**src/rtl/jt49_bus_ts.sv**
```systemverilog
// Bus front end for up to four PSG cores: decodes the original BDIR/BC1 bus,
// queues register writes in a small FIFO and replays them to the cores on clk_en.
module jt49_bus_ts #(
  parameter int         NCHIP   = 2,
  parameter int         DEPTH   = 4,
  parameter logic [3:0] ADDR_HI = 4'h0,
  localparam int        CW      = (NCHIP > 1) ? $clog2(NCHIP) : 1
) (
  input  logic                  clk,
  input  logic                  rst_n,
  input  logic                  clk_en,
  input  logic                  bdir,
  input  logic                  bc1,
  input  logic [7:0]            din,
  output logic [7:0]            dout,
  output logic [NCHIP-1:0]      chip_cs_n,
  output logic                  chip_wr_n,
  output logic [3:0]            chip_addr,
  output logic [7:0]            chip_din,
  input  logic [8*NCHIP-1:0]    chip_dout,
  output logic [CW-1:0]         sel_chip,
  output logic                  busy,
  output logic                  ovf
);

  localparam int         AW       = $clog2(DEPTH);
  localparam logic [AW:0] FULL_CNT = (AW+1)'(DEPTH);

  typedef struct packed {
    logic [CW-1:0] chip;
    logic [3:0]    addr;
    logic [7:0]    data;
  } entry_t;

  logic [1:0]       bus_r;
  logic [1:0]       bus_prev_r;
  logic [3:0]       addr_r;
  logic             addr_ok_r;
  logic [CW-1:0]    sel_r;
  entry_t           mem_r [DEPTH];
  logic [AW-1:0]    wptr_r;
  logic [AW-1:0]    rptr_r;
  logic [AW:0]      count_r;
  logic             busy_r;
  logic             ovf_r;
  logic [7:0]       dout_r;
  logic             chip_wr_n_r;
  logic [NCHIP-1:0] chip_cs_n_r;
  logic [3:0]       chip_addr_r;
  logic [7:0]       chip_din_r;

  logic             hit_s;
  logic [CW-1:0]    hit_idx_s;
  logic [7:0]       rd_s;
  logic             full_s;
  logic             pop_s;
  logic             push_s;
  logic             push_ok_s;
  logic [AW:0]      count_nxt_s;
  logic [NCHIP-1:0] cs_nxt_s;
  entry_t           head_s;
  entry_t           new_s;

  assign full_s    = (count_r == FULL_CNT);
  assign pop_s     = clk_en && (count_r != {(AW+1){1'b0}});
  // Only the first registered cycle of a write state pushes; holding the state does nothing more
  assign push_s    = (bus_r == 2'b10) && (bus_prev_r != 2'b10) && addr_ok_r;
  assign push_ok_s = push_s && (!full_s || pop_s);
  assign head_s    = mem_r[rptr_r];
  assign new_s     = '{chip: sel_r, addr: addr_r, data: din};

  // Chip-select codes FF, FE, ... on the latch cycle pick a core instead of a register
  always_comb begin
    hit_s     = 1'b0;
    hit_idx_s = {CW{1'b0}};
    for (int k = 0; k < NCHIP; k++) begin
      if (din == 8'(255 - k)) begin
        hit_s     = 1'b1;
        hit_idx_s = CW'(k);
      end else begin
        hit_s     = hit_s;
      end
    end
  end

  // Read-back mux of the selected core
  always_comb begin
    rd_s = 8'hFF;
    for (int k = 0; k < NCHIP; k++) begin
      if (sel_r == CW'(k)) begin
        rd_s = chip_dout[8*k +: 8];
      end else begin
        rd_s = rd_s;
      end
    end
  end

  // Occupancy update
  always_comb begin
    case ({push_ok_s, pop_s})
      2'b10:   count_nxt_s = count_r + (AW+1)'(1);
      2'b01:   count_nxt_s = count_r - (AW+1)'(1);
      default: count_nxt_s = count_r;
    endcase
  end

  // Next chip selects: popped entry's core, else the selected core during a read
  always_comb begin
    cs_nxt_s = {NCHIP{1'b1}};
    for (int k = 0; k < NCHIP; k++) begin
      if (pop_s) begin
        cs_nxt_s[k] = (head_s.chip != CW'(k));
      end else if ((bus_r == 2'b01) && addr_ok_r) begin
        cs_nxt_s[k] = (sel_r != CW'(k));
      end else begin
        cs_nxt_s[k] = 1'b1;
      end
    end
  end

  // Bus state register and address/core latch
  always_ff @(posedge clk or negedge rst_n) begin
    if (!rst_n) begin
      bus_r      <= 2'b00;
      bus_prev_r <= 2'b00;
      addr_r     <= 4'h0;
      addr_ok_r  <= 1'b1;
      sel_r      <= {CW{1'b0}};
    end else begin
      bus_r      <= {bdir, bc1};
      bus_prev_r <= bus_r;
      case (bus_r)
        2'b11: begin
          if (hit_s) begin
            sel_r <= hit_idx_s;
          end else if (din[7:4] == ADDR_HI) begin
            addr_r    <= din[3:0];
            addr_ok_r <= 1'b1;
          end else begin
            addr_ok_r <= 1'b0;
          end
        end
        default: begin
          addr_r <= addr_r;
        end
      endcase
    end
  end

  // Write FIFO, occupancy and sticky overflow
  always_ff @(posedge clk or negedge rst_n) begin
    if (!rst_n) begin
      for (int i = 0; i < DEPTH; i++) begin
        mem_r[i] <= '0;
      end
      wptr_r  <= {AW{1'b0}};
      rptr_r  <= {AW{1'b0}};
      count_r <= {(AW+1){1'b0}};
      busy_r  <= 1'b0;
      ovf_r   <= 1'b0;
    end else begin
      if (push_ok_s) begin
        mem_r[wptr_r] <= new_s;
        wptr_r        <= wptr_r + AW'(1);
      end
      if (pop_s) begin
        rptr_r <= rptr_r + AW'(1);
      end
      if (push_s && !push_ok_s) begin
        ovf_r <= 1'b1;
      end
      count_r <= count_nxt_s;
      busy_r  <= (count_nxt_s != {(AW+1){1'b0}});
    end
  end

  // Registered core-side strobes and CPU read data
  always_ff @(posedge clk or negedge rst_n) begin
    if (!rst_n) begin
      chip_wr_n_r <= 1'b1;
      chip_cs_n_r <= {NCHIP{1'b1}};
      chip_addr_r <= 4'h0;
      chip_din_r  <= 8'h00;
      dout_r      <= 8'hFF;
    end else begin
      chip_wr_n_r <= !pop_s;
      chip_cs_n_r <= cs_nxt_s;
      chip_addr_r <= pop_s ? head_s.addr : addr_r;
      if (pop_s) begin
        chip_din_r <= head_s.data;
      end
      if ((bus_r == 2'b01) && !pop_s) begin
        dout_r <= addr_ok_r ? rd_s : 8'hFF;
      end
    end
  end

  assign dout      = dout_r;
  assign chip_cs_n = chip_cs_n_r;
  assign chip_wr_n = chip_wr_n_r;
  assign chip_addr = chip_addr_r;
  assign chip_din  = chip_din_r;
  assign sel_chip  = sel_r;
  assign busy      = busy_r;
  assign ovf       = ovf_r;

endmodule

```
**config.mk**
```make
export PLATFORM = sky130hd
export DESIGN_NAME = jt49_bus_ts
export DESIGN_NICKNAME = d
export VERILOG_FILES = /design/src/rtl/jt49_bus_ts.sv
export SDC_FILE = /design/constraint.sdc
export NUM_CORES = 1
export LEC_CHECK = 0
export BUFFER_PORTS_ARGS = -buffer_cell sky130_fd_sc_hd__buf_2
export CAP_MARGIN = 40
export CORE_UTILIZATION = 40
export DETAILED_ROUTE_END_ITERATION = 6
export HOLD_SLACK_MARGIN = 0.02
export PLACE_DENSITY = 0.67
export SETUP_SLACK_MARGIN = 0.05
export SKIP_LAST_GASP = 1
export SYNTH_ARGS = -nofsm -noshare
export SYNTH_HDL_FRONTEND = slang
export SYNTH_SLANG_ARGS = --single-unit
```
**constraint.sdc**
```tcl
create_clock -name clk -period 7.2 [get_ports clk]
set_clock_uncertainty 0.2 [all_clocks]
set_input_delay 0.36 -clock clk [delete_from_list [all_inputs] [get_ports clk]]
set_output_delay 0.36 -clock clk [all_outputs]
set_load 0.05 [all_outputs]
```
Word-level counts from Yosys, hierarchy flattened
Cells that the tools add are included.
{ "op_classes": {"add_sub_neg": 4, "mul": 0, "div": 0, "magnitude_cmp": 3, "n_eq_ne": 9, "shift": 0, "n_mux": 18, "bitwise": 5, "n_reduce_logical": 18} }
{ "op_table": {"columns": ["operator", "n"], "rows": [
  ["52-bit bitwise mux", 1],
  ["13-bit two-way mux", 3],
  ["13-bit binary-select mux with 2-bit select", 1],
  ["13-bit demux with 2-bit select", 1],
  ["8-bit equality test, second input constant", 2],
  ["8-bit two-way mux", 2],
  ["1-bit logical AND", 8],
  ["1-bit two-way mux", 8],
  ["2-bit equality test, second input constant", 3],
  ["3-bit >= comparator, second input constant", 2],
  ["2-bit NOT with 3-bit output", 2],
  ["3-bit case mux with 2 select lines", 1],
  ["3-bit nonzero test", 2],
  ["2-bit by 1-bit adder with 2-bit output, second input constant", 2],
  ["2-bit by 1-bit equality test with 1-bit output, second input constant", 2],
  ["4-bit logical NOT", 1],
  ["4-bit two-way mux", 1],
  ["2-bit AND reduction", 2],
  ["3-bit by 1-bit adder with 3-bit output, second input constant", 1],
  ["3-bit equality test, second input constant", 1],
  ["1-bit logical NOT", 3],
  ["3-bit by 1-bit < comparator with 1-bit output, second input constant", 1],
  ["1-bit NOT", 3],
  ["3-bit AND reduction", 1],
  ["other kinds (3)", 3]
]} }
{ "word_totals": {"register_bits": 94, "latchBits": 0, "ram_bits": 0, "romBits": 0, "in_bits": 29, "out_inout_bits": 26, "word_cells": 84, "n_memories": 0} }

Logic depth before layout (Yosys ltp)
{ "logic_depth": {"word_depth": 7, "ltp_mapped": 11, "mapped_depth_nobuf": 10} }

Worst setup path before layout
Ideal clock, no wire load.
{ "synth_path": {"path_type": "reg2reg", "start": "register count_r[0]", "end": "register busy_r, in the netlist busy", "setup_time_ns": 0.137, "arrival_time_ns": 2.181, "required_time_ns": 6.863, "path_slack_ns": 4.682, "stages_incl_launch_ff": 12, "path_buffers": 1, "period_less_slack_ns": 2.518, "cell_sequence": "dfrtp_1 > buf_2 > or2_1 > o21a_1 > inv_2 > a21oi_1 > inv_1 > fa_1 > o21bai_1 > or4_1 > a21oi_1 > nor3_1"} }
{ "synth_between": {"elab_chain_cells": 7, "elab_cells_between_ends": 12, "cone_classes": "add/sub (2); eq/ne (3); mux (1); reduce/logical (6)"} }
{ "synth_rtl": {"columns": ["element", "line", "text"], "rows": [
  ["start: declaration", "43", "logic [AW:0] count_r;"],
  ["start signal: assignment", "158", "count_r <= {(AW+1){1'b0}};"],
  ["start signal: assignment", "172", "count_r <= count_nxt_s;"],
  ["3-bit equality test or 3-bit nonzero test (tied branches)", "64, 65", null],
  ["1-bit logical NOT or 1-bit logical AND (tied branches)", "68, 65", null],
  ["1-bit logical OR", "68", "assign push_ok_s = push_s && (!full_s || pop_s);"],
  ["1-bit logical AND", "68", null],
  ["2-bit by 1-bit equality test with 1-bit output or 2-bit equality test (tied branches)", "100", "case ({push_ok_s, pop_s})"],
  ["3-bit case mux with 2 select lines (*)", "100", null],
  ["3-bit nonzero test (*)", "173", "busy_r <= (count_nxt_s != {(AW+1){1'b0}});"],
  ["end signal: assignment", "173", null],
  ["end: declaration", "44", "logic busy_r;"]
]} }
Every way passes the cells marked *; elsewhere a longest branch is shown, timed or not.
A chain may end at the register's enable or synchronous reset.

Worst setup path in the final report
Same ends and word-level chain as after synthesis.

==> flow_summary_export.csv <==
group,metric,value,unit
pwr,power.leakage,2.59,nW
status,run_status,"finished clean",
yosys,synth_cell_type_count,45,
yosys,yosys_warnings,0,
clocking,cts_max_path_buffers,2,
floorplan,die_height,106,um
floorplan,coreArea,10400,sq um
pwr,sw_frac_of_total,36.7,%
routing,drc_errors,0,
setup_path,path_max_fanout,21,
pwr,power_frac_comb,30.3,%
pwr,seq_power_share,46.0,%
timing,drv_slew,0,
setup_path,required,7.22,ns
flow_run,maxCapViolCount,0,
setup_path,critPathArrivalTime,3.60,ns
pwr,clockPowerShare,23.8,%
layout,drive_gt1_share,44.4,%
setup_path,crit_path_start_kind,"register",
layout,final_core_util,47.8,%
pwr,powerDensity,312,nW/um^2
setup_path,crit_buf_inv,2,
yosys,synthArstFlopShare,100,%
yosys,synth_nets,339,
clocking,cts-root-buf,"clkbuf_8",
timing,worst_pin_slew,0.862,ns
pwr,max-vdd-ir-drop,0.170,mV
layout,finalInstanceArea,4970,sq um
setup_path,cpMaxStageDelayCell,"o21a_1",
global_routing,antenna_found_initial,0,
pwr,switchingPower,569,uW
setup_path,worstSetupStartpoint,"count_r[0]",
timing,slew_headroom,42.5,%
yosys,synth-edff-count,0,
timing,rsz0062_at_grt,"false",
layout,n_antenna_cell,0,
min_path,min_from,"din[0]",
setup_path,rr_startpoint,"count_r[0]",
min_path,hold_class,"in -> reg",
setup_path,crit_type,"reg -> reg",
global_routing,grt_pass1_wl,14.4,mm
yosys,synth_area,4350,sq um
global_routing,grt_max_degree,70,
setup_path,cp_cell_sequence,"or2_1, o21a_1, inv_2, a21oi_1, inv_1, fa_1, o21bai_1, or4_1, a21oi_1, nor3_1",
routing,wirelength,8.44,mm
timing,finalSetupViolCount,0,
clocking,cts_tree,"built",
routing,drtPass1Iterations,4,
timing,fmax,279,MHz
pwr,power,1.55,mW
routing,via_count,2546,
layout,layout.cells.most_common_list,"82 x dfrtp_1, 53 x buf_2, 41 x nand2_1",
layout,final_common_cell,"dfrtp_1",
setup_path,crit_family,"compound AO/OA/AOI/OAI gates",
clocking,clock-sinks,94,
layout,fin_nets,394,
layout,fillers,925,
global_routing,grt_pass1_vias,2737,
yosys,synth_ff_type,"dfrtp_1",
placed_design,io_buffer_count,54,
floorplan,die_x,106,um
layout,seq_area,2370,sq um
yosys,syn_inst,305,
setup_path,cp_common_cell,"a21oi_1",
yosys,synth_area_per_cell,14.3,sq um
clocking,cts-resized-gates,0,
placed_design,place_area,4730,sq um
timing,fin_crit,3.58,ns
floorplan,start_util,41.8,%
timing,setup_tns,0,ns
yosys,synth-seq-cells,94,
timing,hold_violations,0,
routing,ant_nets,0,
pwr,internal_power,984,uW
global_routing,grt_overflow_total,0,
timing,fin_crit_sh,49.8,%
routing,drt_iter0_drc,81,
placed_design,hpwl,5.45,mm
layout,multi_input_comb_area,1860,sq um
global_routing,track_usage,17.0,%
yosys,seq_area_frac_synth,54.4,%
routing,wl_per_cell,16.9,um
layout,area_growth,14.4,%
routing,viasPerCell,5.08,
clocking,cts_buffers,9,
floorplan,num_io_pins,55,
clocking,cts.reportedPaths.clkPinSlew,0.09,ns
clocking,clkLatencyLatePin,0.37,ns
floorplan,core.rowCount,37,
floorplan,die_area,11300,sq um
clocking,htreeDepth,3,
setup_path,critPathMaxStageDelay,0.60,ns
placed_design,gp_congestion,0.706,
setup_path,end_kind,"register",
metrics by stage:
step | cells | hold slack [ns] | setup WS [ns]
6_report | 501 | 0.0748 | 3.62
5_1_grt | 501 | 0.0658 | 3.33
4_1_cts | 501 | 0.0576 | 3.61
3_5_place_dp | 482 | 0.0896 | 3.64
3_3_place_gp | 481 | 0.0903 | 3.82
2_1_floorplan | 305 | -0.136 | 4.68
worst register-to-register path: stages, from the launching register on:
cell	delay, ns
dfrtp_1	0.48
or2_1	0.19
o21a_1	0.60
inv_2	0.37
a21oi_1	0.27
inv_1	0.08
fa_1	0.43
o21bai_1	0.18
or4_1	0.43
a21oi_1	0.14
nor3_1	0.06
registers in the layout (all words and copies together), names as in the netlist:
| signal | cells |
|---|---|
| mem_r | 52 |
| chip_din | 8 |
| dout | 8 |
| addr_r | 4 |
| chip_addr | 4 |
| count_r | 3 |
| bus_prev_r | 2 |
| bus_r | 2 |
| chip_cs_n | 2 |
| rptr_r | 2 |
| wptr_r | 2 |
| addr_ok_r | 1 |
| busy | 1 |
| chip_wr_n | 1 |
| ovf | 1 |
| sel_chip | 1 |
routing by layer:
metal / global-route usage [%] / wire (um) / vias to the layer above
li1: - / - / 1189
met1: 23.7 / 4040 / 1286
met2: 26.1 / 3960 / 59
met3: 3.99 / 319 / 12
met4: 5.46 / 119 / 0
met5: 0 / 0 / -
repair_timing:
item	in CTS	in global routing
setup endpoints to repair	0	0
hold endpoints to repair	27	0
setup buffers	0	0
hold buffers	3	0
layout make-up:
cell class                      count  area share, %
Multi-Input combinational cell    189           37.4
Tap cell                          136           3.42
Sequential cell                    94           47.6
Timing Repair Buffer               59           6.79
Inverter                            7          0.528
Clock inverter                      7           1.74
Clock buffer                        9           2.49
cells in the mapped netlist (2+ instances only):
cell,number,area (sq um)
dfrtp_1,82,2050
nand2_1,41,154
mux2_4,40,601
mux2_2,16,180
a21oi_1,13,65.1
mux4_2,13,293
dfstp_2,12,315
a21o_1,9,67.6
mux2i_1,9,90.1
inv_1,6,22.5
buf_2,5,25.0
clkbuf_1,5,18.8
xnor2_1,5,43.8
buf_6,4,45.0
ha_1,4,50.1
nand2_4,4,45.0
nor2_1,4,15.0
nand3_1,3,15.0
o21ai_0,3,15.0
nor3_1,2,10.0
worst paths after layout:
kind | slack [ns] | cells after the start | endpoint
worst min-delay path | 0.07 | 2 | sel_chip
min in group asynchronous | 0.23 | 2 | wptr_r[1]
max in group asynchronous | 5.39 | 3 | rptr_r[0]
worst max-delay path | 3.62 | 10 | busy
worst min register to register | 0.28 | 2 | chip_din[6]
worst max register to register | 3.62 | 10 | busy
power groups by stage:
stage | clock network [mW] | registers (mW) | logic (mW)
global route | 0.404 | 0.727 | 0.508
global placement | 0 | 0.735 | 0.428
CTS | 0.379 | 0.715 | 0.475
detailed placement | 0 | 0.723 | 0.473
floorplan | 0 | 0.811 | 0.253
finish | 0.369 | 0.714 | 0.470
logic make-up (layout without fill, tap and decap cells):
group	Yosys count	after routing	share of synthesized area, %
mux	78	78	26.8
buf+inv	22	82	2.73
xor+xnor	5	5	1.01
simple gates	67	67	8.43
flops	94	94	54.4
compound gates	34	34	5.03
fa+ha+maj	5	5	1.61
Note: power is estimated with default switching activity, not from simulation.
